$ cat config.mk
export PLATFORM = sky130hd
export DESIGN_NAME = qed_inst_stream_constraint
export DESIGN_NICKNAME = d
export VERILOG_FILES = /design/src/rtl/qed_inst_pkg.sv /design/src/rtl/qed_inst_decode.sv /design/src/rtl/qed_inst_stream_constraint.sv
export SDC_FILE = /design/constraint.sdc
export NUM_CORES = 1
export LEC_CHECK = 0
export BUFFER_PORTS_ARGS = -buffer_cell sky130_fd_sc_hd__buf_2
export CORE_UTILIZATION = 50
export DETAILED_ROUTE_END_ITERATION = 10
export GPL_TIMING_DRIVEN = 0
export PLACE_DENSITY = 0.76
export REMOVE_ABC_BUFFERS = 1
export SLEW_MARGIN = 20
export SYNTH_ARGS = -nofsm -noshare
export SYNTH_HDL_FRONTEND = slang
export SYNTH_HIERARCHICAL = 1
export SYNTH_SLANG_ARGS = --single-unit
$ cat constraint.sdc
create_clock -name clk -period 4 [get_ports clk]
set_input_delay 0.6 -clock clk [delete_from_list [all_inputs] [get_ports clk]]
set_output_delay 0.6 -clock clk [all_outputs]
set_load 0.05 [all_outputs]
$ cat src/rtl/qed_inst_pkg.sv
// Shared encodings for the QED instruction-stream constraint blocks:
// RV32 opcode/funct fields, instruction class codes and phase codes.
package qed_inst_pkg;

    localparam logic [6:0] OP_IMM    = 7'b0010011;
    localparam logic [6:0] OP_REG    = 7'b0110011;
    localparam logic [6:0] OP_LOAD   = 7'b0000011;
    localparam logic [6:0] OP_STORE  = 7'b0100011;
    localparam logic [6:0] OP_NOP    = 7'b1111111;

    localparam logic [2:0] F3_SLL    = 3'b001;
    localparam logic [2:0] F3_SR     = 3'b101;
    localparam logic [2:0] F3_ADDSUB = 3'b000;
    localparam logic [2:0] F3_WORD   = 3'b010;

    localparam logic [6:0] F7_BASE   = 7'b0000000;
    localparam logic [6:0] F7_ALT    = 7'b0100000;
    localparam logic [6:0] F7_MULDIV = 7'b0000001;

    typedef enum logic [2:0] {
        CLS_NONE = 3'd0,
        CLS_I    = 3'd1,
        CLS_R    = 3'd2,
        CLS_LW   = 3'd3,
        CLS_SW   = 3'd4,
        CLS_NOP  = 3'd5
    } inst_class_e;

    typedef enum logic [1:0] {
        PH_WARMUP = 2'd0,
        PH_RUN    = 2'd1,
        PH_DRAIN  = 2'd2
    } phase_e;

    function automatic logic is_alu_class(input logic [2:0] cls);
        return (cls == CLS_I) || (cls == CLS_R);
    endfunction

    function automatic logic is_mem_class(input logic [2:0] cls);
        return (cls == CLS_LW) || (cls == CLS_SW);
    endfunction

endpackage

$ cat src/rtl/qed_inst_decode.sv
// Combinational decode of one instruction word into a QED class; any word
// that fails the register/addressing format check collapses to CLS_NONE.
module qed_inst_decode
    import qed_inst_pkg::*;
#(
    parameter int REG_LIMIT    = 16,
    parameter int ENABLE_MUL   = 1,
    parameter int MEM_BASE_REG = 0
) (
    input  logic [31:0] instruction,
    output logic [2:0]  inst_class
);

    localparam logic [5:0] REG_LIM  = 6'(REG_LIMIT);
    localparam logic [4:0] MEM_BASE = 5'(MEM_BASE_REG);

    logic [6:0]  w_opcode;
    logic [2:0]  w_funct3;
    logic [6:0]  w_funct7;
    logic [4:0]  w_rd;
    logic [4:0]  w_rs1;
    logic [4:0]  w_rs2;
    inst_class_e w_raw_class;
    logic        w_use_rd;
    logic        w_use_rs1;
    logic        w_use_rs2;
    logic        w_is_mem;
    logic        w_fmt_ok;

    assign w_opcode = instruction[6:0];
    assign w_rd     = instruction[11:7];
    assign w_funct3 = instruction[14:12];
    assign w_rs1    = instruction[19:15];
    assign w_rs2    = instruction[24:20];
    assign w_funct7 = instruction[31:25];

    function automatic logic reg_ok(input logic [4:0] r);
        return {1'b0, r} < REG_LIM;
    endfunction

    // Opcode/funct decode, then register-range and memory addressing checks.
    always_comb begin
        w_raw_class = CLS_NONE;
        w_use_rd    = 1'b0;
        w_use_rs1   = 1'b0;
        w_use_rs2   = 1'b0;
        w_is_mem    = 1'b0;
        case (w_opcode)
            OP_IMM: begin
                w_use_rd  = 1'b1;
                w_use_rs1 = 1'b1;
                case (w_funct3)
                    F3_SLL:  w_raw_class = (w_funct7 == F7_BASE) ? CLS_I : CLS_NONE;
                    F3_SR:   w_raw_class = ((w_funct7 == F7_BASE) || (w_funct7 == F7_ALT)) ? CLS_I : CLS_NONE;
                    default: w_raw_class = CLS_I;
                endcase
            end
            OP_REG: begin
                w_use_rd  = 1'b1;
                w_use_rs1 = 1'b1;
                w_use_rs2 = 1'b1;
                case (w_funct7)
                    F7_BASE:   w_raw_class = CLS_R;
                    F7_ALT:    w_raw_class = ((w_funct3 == F3_ADDSUB) || (w_funct3 == F3_SR)) ? CLS_R : CLS_NONE;
                    F7_MULDIV: w_raw_class = ((ENABLE_MUL != 0) && !w_funct3[2]) ? CLS_R : CLS_NONE;
                    default:   w_raw_class = CLS_NONE;
                endcase
            end
            OP_LOAD: begin
                w_use_rd    = 1'b1;
                w_use_rs1   = 1'b1;
                w_is_mem    = 1'b1;
                w_raw_class = (w_funct3 == F3_WORD) ? CLS_LW : CLS_NONE;
            end
            OP_STORE: begin
                w_use_rs1   = 1'b1;
                w_use_rs2   = 1'b1;
                w_is_mem    = 1'b1;
                w_raw_class = (w_funct3 == F3_WORD) ? CLS_SW : CLS_NONE;
            end
            OP_NOP:  w_raw_class = CLS_NOP;
            default: w_raw_class = CLS_NONE;
        endcase

        // Offsets are kept small and based on one register so QED dups stay aligned.
        w_fmt_ok = (!w_use_rd  || reg_ok(w_rd))  &&
                   (!w_use_rs1 || reg_ok(w_rs1)) &&
                   (!w_use_rs2 || reg_ok(w_rs2)) &&
                   (!w_is_mem  || ((instruction[31:30] == 2'b00) && (w_rs1 == MEM_BASE)));
        inst_class = w_fmt_ok ? w_raw_class : CLS_NONE;
    end

endmodule

$ cat src/rtl/qed_inst_stream_constraint.sv
// Stateful QED instruction-stream constraint: warm-up/run/drain phase FSM,
// NOP-run bound and a sticky first-violation latch around the shared decoder.
module qed_inst_stream_constraint
    import qed_inst_pkg::*;
#(
    parameter int REG_LIMIT    = 16,
    parameter int ENABLE_MUL   = 1,
    parameter int ENABLE_MEM   = 1,
    parameter int MEM_BASE_REG = 0,
    parameter int MAX_NOP_RUN  = 4,
    parameter int WARMUP_INSTS = 8
) (
    input  logic        clk,
    input  logic        rst_n,
    input  logic [31:0] instruction,
    input  logic        inst_valid,
    input  logic        drain_req,
    output logic        allowed,
    output logic [2:0]  inst_class,
    output logic [1:0]  phase,
    output logic [7:0]  nop_run,
    output logic        violation,
    output logic [31:0] viol_instr
);

    localparam logic [15:0] WARM_TGT = 16'(WARMUP_INSTS);
    localparam logic [7:0]  NOP_MAX  = 8'(MAX_NOP_RUN);
    localparam phase_e      PH_RESET = (WARMUP_INSTS == 0) ? PH_RUN : PH_WARMUP;

    phase_e      r_phase;
    logic [15:0] r_warm_cnt;
    logic [7:0]  r_nop_run;
    logic        r_violation;
    logic [31:0] r_viol_instr;

    logic [2:0]  w_class;
    logic        w_is_nop;
    logic        w_phase_ok;
    logic        w_nop_ok;
    logic        w_allowed;
    logic        w_warm_done;

    qed_inst_decode #(
        .REG_LIMIT    (REG_LIMIT),
        .ENABLE_MUL   (ENABLE_MUL),
        .MEM_BASE_REG (MEM_BASE_REG)
    ) u_decode (
        .instruction (instruction),
        .inst_class  (w_class)
    );

    // Legality of the current word given the phase and the running NOP count.
    always_comb begin
        w_is_nop = (w_class == CLS_NOP);
        w_nop_ok = !w_is_nop || (r_nop_run < NOP_MAX);
        case (r_phase)
            PH_WARMUP: w_phase_ok = is_alu_class(w_class) || w_is_nop;
            PH_RUN:    w_phase_ok = is_alu_class(w_class) || w_is_nop ||
                                    (is_mem_class(w_class) && (ENABLE_MEM != 0));
            PH_DRAIN:  w_phase_ok = w_is_nop;
            default:   w_phase_ok = 1'b0;
        endcase
        w_allowed   = (w_class != CLS_NONE) && w_phase_ok && w_nop_ok;
        w_warm_done = inst_valid && w_allowed && (r_phase == PH_WARMUP) && !w_is_nop &&
                      ((r_warm_cnt + 16'd1) == WARM_TGT);
    end

    // Phase FSM, warm-up and NOP counters, first-violation capture.
    always_ff @(posedge clk or negedge rst_n) begin
        if (!rst_n) begin
            r_phase      <= PH_RESET;
            r_warm_cnt   <= 16'd0;
            r_nop_run    <= 8'd0;
            r_violation  <= 1'b0;
            r_viol_instr <= 32'd0;
        end else begin
            if (inst_valid) begin
                if (w_allowed) begin
                    if (w_is_nop) begin
                        r_nop_run <= (r_nop_run == 8'hFF) ? 8'hFF : (r_nop_run + 8'd1);
                    end else begin
                        r_nop_run <= 8'd0;
                    end
                    if ((r_phase == PH_WARMUP) && !w_is_nop) begin
                        r_warm_cnt <= r_warm_cnt + 16'd1;
                    end
                end else begin
                    r_violation <= 1'b1;
                    if (!r_violation) begin
                        r_viol_instr <= instruction;
                    end
                end
            end
            // Drain requests win over warm-up completion and need no valid instruction.
            case (r_phase)
                PH_WARMUP: begin
                    if (drain_req) begin
                        r_phase <= PH_DRAIN;
                    end else if (w_warm_done) begin
                        r_phase <= PH_RUN;
                    end
                end
                PH_RUN: begin
                    if (drain_req) begin
                        r_phase <= PH_DRAIN;
                    end
                end
                PH_DRAIN: r_phase <= PH_DRAIN;
                default:  r_phase <= PH_DRAIN;
            endcase
        end
    end

    assign allowed    = w_allowed;
    assign inst_class = w_class;
    assign phase      = r_phase;
    assign nop_run    = r_nop_run;
    assign violation  = r_violation;
    assign viol_instr = r_viol_instr;

`ifdef FORMAL
    assume property (@(posedge clk) disable iff (!rst_n) inst_valid |-> allowed);
`endif

endmodule

* Word-level counts from Yosys, hierarchy flattened
Cells that the tools add are included.
** Operators by class
- $mul :: 0
- Magnitude comparators :: 4
- Add/subtract/negate cells :: 2
- Reduce and logical (&&, ||, !) cells :: 42
- Bitwise gates (word level) :: 2
- Shift-type cells :: 0
- Equality and inequality tests :: 21
- Div/mod/pow operators :: 0
- Multiplexer cells :: 21
** Operator list (number)
- $eq A7 B6 Y1 const B :: 3
- $add A16 B1 Y16 const B :: 1
- $eq A16 B4 Y1 const B :: 1
- $mux W8 :: 2
- $lt A5 B5 Y1 const B :: 3
- $pmux W3 S5 :: 1
- $mux W2 :: 6
- $logic_and A1 B1 Y1 :: 11
- $logic_or A1 B1 Y1 :: 11
- $eq A3 B2 Y1 const B :: 3
- $eq A3 B3 Y1 const B :: 3
- $pmux W3 S3 :: 1
- $add A8 B1 Y8 const B :: 1
- $eq A8 B8 Y1 const B :: 1
- $lt A8 B3 Y1 const B :: 1
- $eq A7 B1 Y1 const B :: 1
- $eq A7 B2 Y1 const B :: 1
- $eq A7 B5 Y1 const B :: 1
- $eq A7 B7 Y1 const B :: 1
- $logic_not A7 Y1 :: 1
- $eq A3 B1 Y1 const B :: 2
- $mux W1 :: 6
- $mux W3 :: 2
- $pmux W3 S2 :: 1
- 17 further kinds :: 27
** Word-level totals
- Bits in registers :: 59
- Output and inout port bits :: 47
- Word-level logic and storage cells :: 97
- Bits in writable memories :: 0
- Input bits :: 36
- Latch bits :: 0
- Memories :: 0
- Bits in read-only memories :: 0

* Longest topological paths before layout
- Word-level depth :: 23
- Depth in mapped cells :: 12
- Gate-level depth less buffers :: 10

* Modules after synthesis
The synthesis kept the hierarchy.
** By module, submodules not included
- qed_inst_stream_constraint :: cells each 219, times used 1, area an instance 2812.7 µm², sequential area each 1476.4 µm²
- qed_inst_decode :: cells each 34, times used 1, area an instance 234.0 µm², sequential area each 0.0 µm²

* Worst setup path after synthesis
No wires, ideal clock.
- Path type :: input to output
- From :: input instruction[25]
- To :: output allowed
- Arrival :: 3.700 ns
- Cell stages on the path :: 9
- Data required time :: 3.400 ns
- Setup slack :: -0.300 ns
- Buffers on the path :: 0
- Cells stage by stage :: nor4_1 > a311oi_1 > or4_1 > a21oi_1 > or3b_1 > or4_4 > o211ai_2 > nor2_2 > inv_1
** On the way
- Word-level cells in the longest chain between the ends :: 13
- Elaborated cells between the ends (all ways) :: 25
- Those cells by class :: eq/ne: 7; mux: 7; reduce/logical: 11
** RTL lines
- from (decl) :: line qed_inst_stream_constraint.sv:15 : input logic [31:0] instruction,
- $eq A7 B6 Y1 or $logic_not A7 Y1 (tied branches) :: line qed_inst_decode.sv:54, qed_inst_decode.sv:62, qed_inst_decode.sv:53
- $logic_or A1 B1 Y1 :: line qed_inst_decode.sv:54 : F3_SR: w_raw_class = ((w_funct7 == F7_BASE) || (w_funct7 == F7_ALT)) ? CLS_I : CLS_NONE;
- $mux W1 :: line qed_inst_decode.sv:54
- $pmux W3 S2 :: line qed_inst_decode.sv:52 : case (w_funct3)
- $pmux W3 S5 (*) :: line qed_inst_decode.sv:48 : case (w_opcode)
- $mux W3 (*) :: line qed_inst_decode.sv:90 : inst_class = w_fmt_ok ? w_raw_class : CLS_NONE;
- via inst_class[0] :: line qed_inst_stream_constraint.sv:19 : output logic [2:0] inst_class,
- $eq A3 B1 Y1 or $eq A3 B2 Y1 (tied branches) :: line qed_inst_pkg.sv:36 : return (cls == CLS_I) || (cls == CLS_R);
- $logic_or A1 B1 Y1 :: line qed_inst_pkg.sv:36
- $logic_or A1 B1 Y1 :: line qed_inst_stream_constraint.sv:57, qed_inst_stream_constraint.sv:58
- $logic_or A1 B1 Y1 :: line qed_inst_stream_constraint.sv:58 : PH_RUN: w_phase_ok = is_alu_class(w_class) || w_is_nop ||
- $pmux W1 S3 :: line qed_inst_stream_constraint.sv:56 : case (r_phase)
- $logic_and A1 B1 Y1 :: line qed_inst_stream_constraint.sv:63 : w_allowed = (w_class != CLS_NONE) && w_phase_ok && w_nop_ok;
- $logic_and A1 B1 Y1 (*) :: line qed_inst_stream_constraint.sv:63
- to (decl) :: line qed_inst_stream_constraint.sv:18 : output logic allowed,
The timed path passes the listed nets; every way through them passes the cells marked *.

* Worst setup path after layout
- From :: input instruction[25]
- To :: output allowed
** On the way
- Word-level cells in the longest chain between the ends :: 13
- Elaborated cells between the ends (all ways) :: 25
- Those cells by class :: eq/ne: 7; mux: 7; reduce/logical: 11
** RTL lines (line)
- $eq A7 B6 Y1 or $logic_not A7 Y1 (tied branches) :: qed_inst_decode.sv:54, qed_inst_decode.sv:62, qed_inst_decode.sv:53
- $logic_or A1 B1 Y1 :: qed_inst_decode.sv:54
- $mux W1 :: qed_inst_decode.sv:54
- $pmux W3 S2 :: qed_inst_decode.sv:52
- $pmux W3 S5 (*) :: qed_inst_decode.sv:48
- $mux W3 (*) :: qed_inst_decode.sv:90
- $eq A3 B1 Y1 or $eq A3 B2 Y1 (tied branches) :: qed_inst_pkg.sv:36
- $logic_or A1 B1 Y1 :: qed_inst_pkg.sv:36
- $logic_or A1 B1 Y1 :: qed_inst_stream_constraint.sv:57, qed_inst_stream_constraint.sv:58
- $logic_or A1 B1 Y1 :: qed_inst_stream_constraint.sv:58
- $pmux W1 S3 :: qed_inst_stream_constraint.sv:56
- $logic_and A1 B1 Y1 :: qed_inst_stream_constraint.sv:63
- $logic_and A1 B1 Y1 (*) :: qed_inst_stream_constraint.sv:63
Every way passes the cells marked *; elsewhere a longest branch is shown, timed or not.

==> flow_metrics.env <==
export IMPL_drtIter0Drc=80
export IMPL_synthDistinctLibCells=57
export IMPL_cp_top_family="simple AND/OR/NAND/NOR gates"
export IMPL_worstSkewPairLatency_ns=0.33
export IMPL_crit_path_end_kind="primary output"
export IMPL_wl_per_cell_um=15.4
export IMPL_ant_nets=0
export IMPL_outcome="finished clean"
export IMPL_postSynthAreaPerCell_um2=12.0
export IMPL_viasPerCell=5.49
export IMPL_worstPathCellList="buf_2 > nor4_1 > a311oi_1 > or4_1 > a21oi_4 > or3b_1 > or4_4 > o211ai_2 > nor2_2 > inv_1 > buf_2"
export IMPL_vias=2296
export IMPL_cts_sinks=59
export IMPL_hp_class="in -> async"
export IMPL_antenna_found_initial=0
export IMPL_synth_ff_type="dfrtp_1"
export IMPL_io_buffers=82
export IMPL_grtUsageTotal_pct=22.0
export IMPL_critical_path_slowest_cell="or4_1"
export IMPL_max_stage_delay_ns=0.54
export IMPL_final_nets=378
export IMPL_tns_ns=0
export IMPL_hold_violations=0
export IMPL_slew_viol_final=0
export IMPL_syn_inst=253
export IMPL_grt_pass1_vias=2195
export IMPL_ioPinCount=83
export IMPL_yosysWarnings=6
export IMPL_die_y_um=80.1
export IMPL_synthToLayoutAreaGrowth_pct=22.1
export IMPL_cts_buffers=9
export IMPL_fmax_ghz=0.259
export IMPL_power_density_nw_per_um2=415
export IMPL_place_congestion=0.762
export IMPL_synthAdderAreaFrac_pct=1.23
export IMPL_fin_util_pct=63.2
export IMPL_path_buf_inv=3
export IMPL_crit_top_cell="buf_2"
export IMPL_syn_area_um2=3050
export IMPL_ys_seq_elements=59
export IMPL_synth_top_family_by_area="multiplexers"
export IMPL_root_buffer="clkbuf_8"
export IMPL_dp_worst_setup_slack_ns=-0.206
export IMPL_async_reset_ff_share_pct=100
export IMPL_worstSetupPathDepth=11
export IMPL_cts_setup_buffers=0
export IMPL_muxShareOfSynthArea_pct=16.3
export IMPL_period_share_pct=96.4
export IMPL_ys_seq_area_share_pct=48.5
export IMPL_synth_xor_xnor_area_share_pct=4.60
export IMPL_diodes=0
export IMPL_cts_buffer_depth=2
export IMPL_finalWirelength_um=6430
export IMPL_fin_worst_hold_slack_ns=0.325
export IMPL_worst_setup_path_type="in -> out"
export IMPL_core_um2=5890
export IMPL_yosys_area_share_simple_pct=16.1
export IMPL_power_leakage_nw=1.80
export IMPL_die_area_um2=6410
export IMPL_initial_core_util_pct=51.8
export IMPL_ir_drop_v=0.000239
export IMPL_arrival_ns=3.25
export IMPL_slew_headroom_pct=51.2
export IMPL_post_dp_hpwl_um=4500
export IMPL_die_w_um=80.1
export IMPL_drtPass1Iterations=4
export IMPL_drv_cap=0
export IMPL_synth_compound_area_share_pct=9.32
export IMPL_critPathMaxFanout=7
export IMPL_grt_max_degree=60
export IMPL_clk_pin_slew_ns=0.06
export IMPL_setup_viol=0
export IMPL_ctsResizeCount=1
export IMPL_hold_buffers=0
export IMPL_htreeDepth=3
export IMPL_required_ns=3.40
export IMPL_drc=0
export IMPL_grt_setup_unrepaired="false"
export IMPL_rr_worst_depth=7
export IMPL_cts_tree="yes"
export IMPL_grt_ovfl_total=0
export IMPL_synth_edf_count=0
export IMPL_rows=28
export IMPL_nFillCells=478
export IMPL_worst_slack_ns=0.146
export IMPL_skew_ns=0.00824
export IMPL_grt_pass1_wl_um=10500
export IMPL_min_period_ns=3.85
export IMPL_tightestPinTransition_ns=0.732
export IMPL_crit_path_start_kind="primary input"
export IMPL_drive_above_1_share_pct=40.2
-- flip-flops by register name (all words and copies together), names as in the netlist --
| signal | count |
|---|---|
| nop_run | 8 |
| phase | 2 |
| r_warm_cnt | 16 |
| viol_instr | 32 |
| violation | 1 |
-- final timing paths --
| path | start | endpoint | slack, ns |
|---|---|---|---|
| max reg2reg | nop_run[4] | viol_instr[0] | 1.28 |
| max in group asynchronous | rst_n | r_warm_cnt[15] | 3.18 |
| min in group clk | drain_req | phase[1] | 0.48 |
| min reg2reg | violation | violation | 0.48 |
| min | rst_n | viol_instr[8] | 0.33 |
| max | instruction[25] | allowed | 0.15 |
-- Yosys cell counts (3+ instances only) --
master	n	area share [%]
nor4_1	4	0.82
nor2_1	14	1.7
buf_12	3	2.0
ha_1	3	1.2
a21o_1	5	1.2
nand3_1	12	2.0
dfrtp_1	59	48
clkbuf_1	3	0.37
inv_1	10	1.2
o21ai_0	4	0.66
xnor2_1	12	3.4
nand2_1	11	1.4
xor2_1	4	1.1
a21oi_1	5	0.82
nand2b_1	3	0.62
and2_1	6	1.2
nand4_1	5	1.0
mux2_4	30	15
nor3_1	11	1.8
-- routing by layer --
layer / vias to the layer above / routed length [µm] / GRT usage, %
li1: 1099 / - / -
met5: - / 0 / 0
met3: 12 / 302 / 5.45
met2: 67 / 3170 / 34.9
met4: 0 / 131 / 10.9
met1: 1118 / 2830 / 27.9
-- layout make-up --
class / instances / area, µm² / share of cell area [%]
sequential: 59 / 1480 / 39.7
multi-input combinational: 176 / 1460 / 39.2
timing repair buffer: 83 / 440 / 11.8
clock buffer: 14 / 183 / 4.91
tap: 75 / 93.8 / 2.52
inverter: 10 / 37.5 / 1.01
clock inverter: 1 / 30.0 / 0.807
-- where the power goes --
group / total [mW] / internal, mW / switching, mW
clock network: 0.576 / 0.353 / 0.223
registers: 0.660 / 0.639 / 0.0219
logic: 0.308 / 0.0963 / 0.212
total: 1.54 / 1.09 / 0.457
-- kinds of logic after synthesis --
| family | Yosys count |
|---|---|
| AND/OR/NAND/NOR | 86 |
| AO/OA/AOI/OAI | 37 |
| multiplexers | 34 |
| adder cells (fa/ha/maj) | 3 |
| flip-flops | 59 |
| XOR/XNOR | 16 |
| buffers and inverters | 18 |
-- through the flow --
step                power (mW)  area [µm²]  std cells
floorplan                0.885        2960        245
global placement         0.974        3460        402
detailed placement       0.980        3500        403
CTS                       1.56        3710        418
global route              1.61        3720        418
finish                    1.54        3720        418
-- worst register-to-register path: stages, from the launching register on --
cell      delay [ns]
dfrtp_1         0.41
or4_4           0.55
or4_4           0.50
o211ai_2        0.10
nor2_2          0.07
and3b_2         0.39
buf_16          0.26
mux2_1          0.33
-- layout by cell type, fill, tap and decap left out, types with 3 or more instances in the layout --
cell type,n
a21o_1,5
a21oi_1,4
and2_1,6
buf_2,81
clkbuf_8,13
dfrtp_1,59
ha_1,3
inv_1,10
mux2_4,30
nand2_1,11
nand2b_1,3
nand3_1,12
nand4_1,5
nor2_1,14
nor3_1,11
nor4_1,4
o21ai_0,4
xnor2_1,12
xor2_1,4
Power figures use the tool's default switching activity.
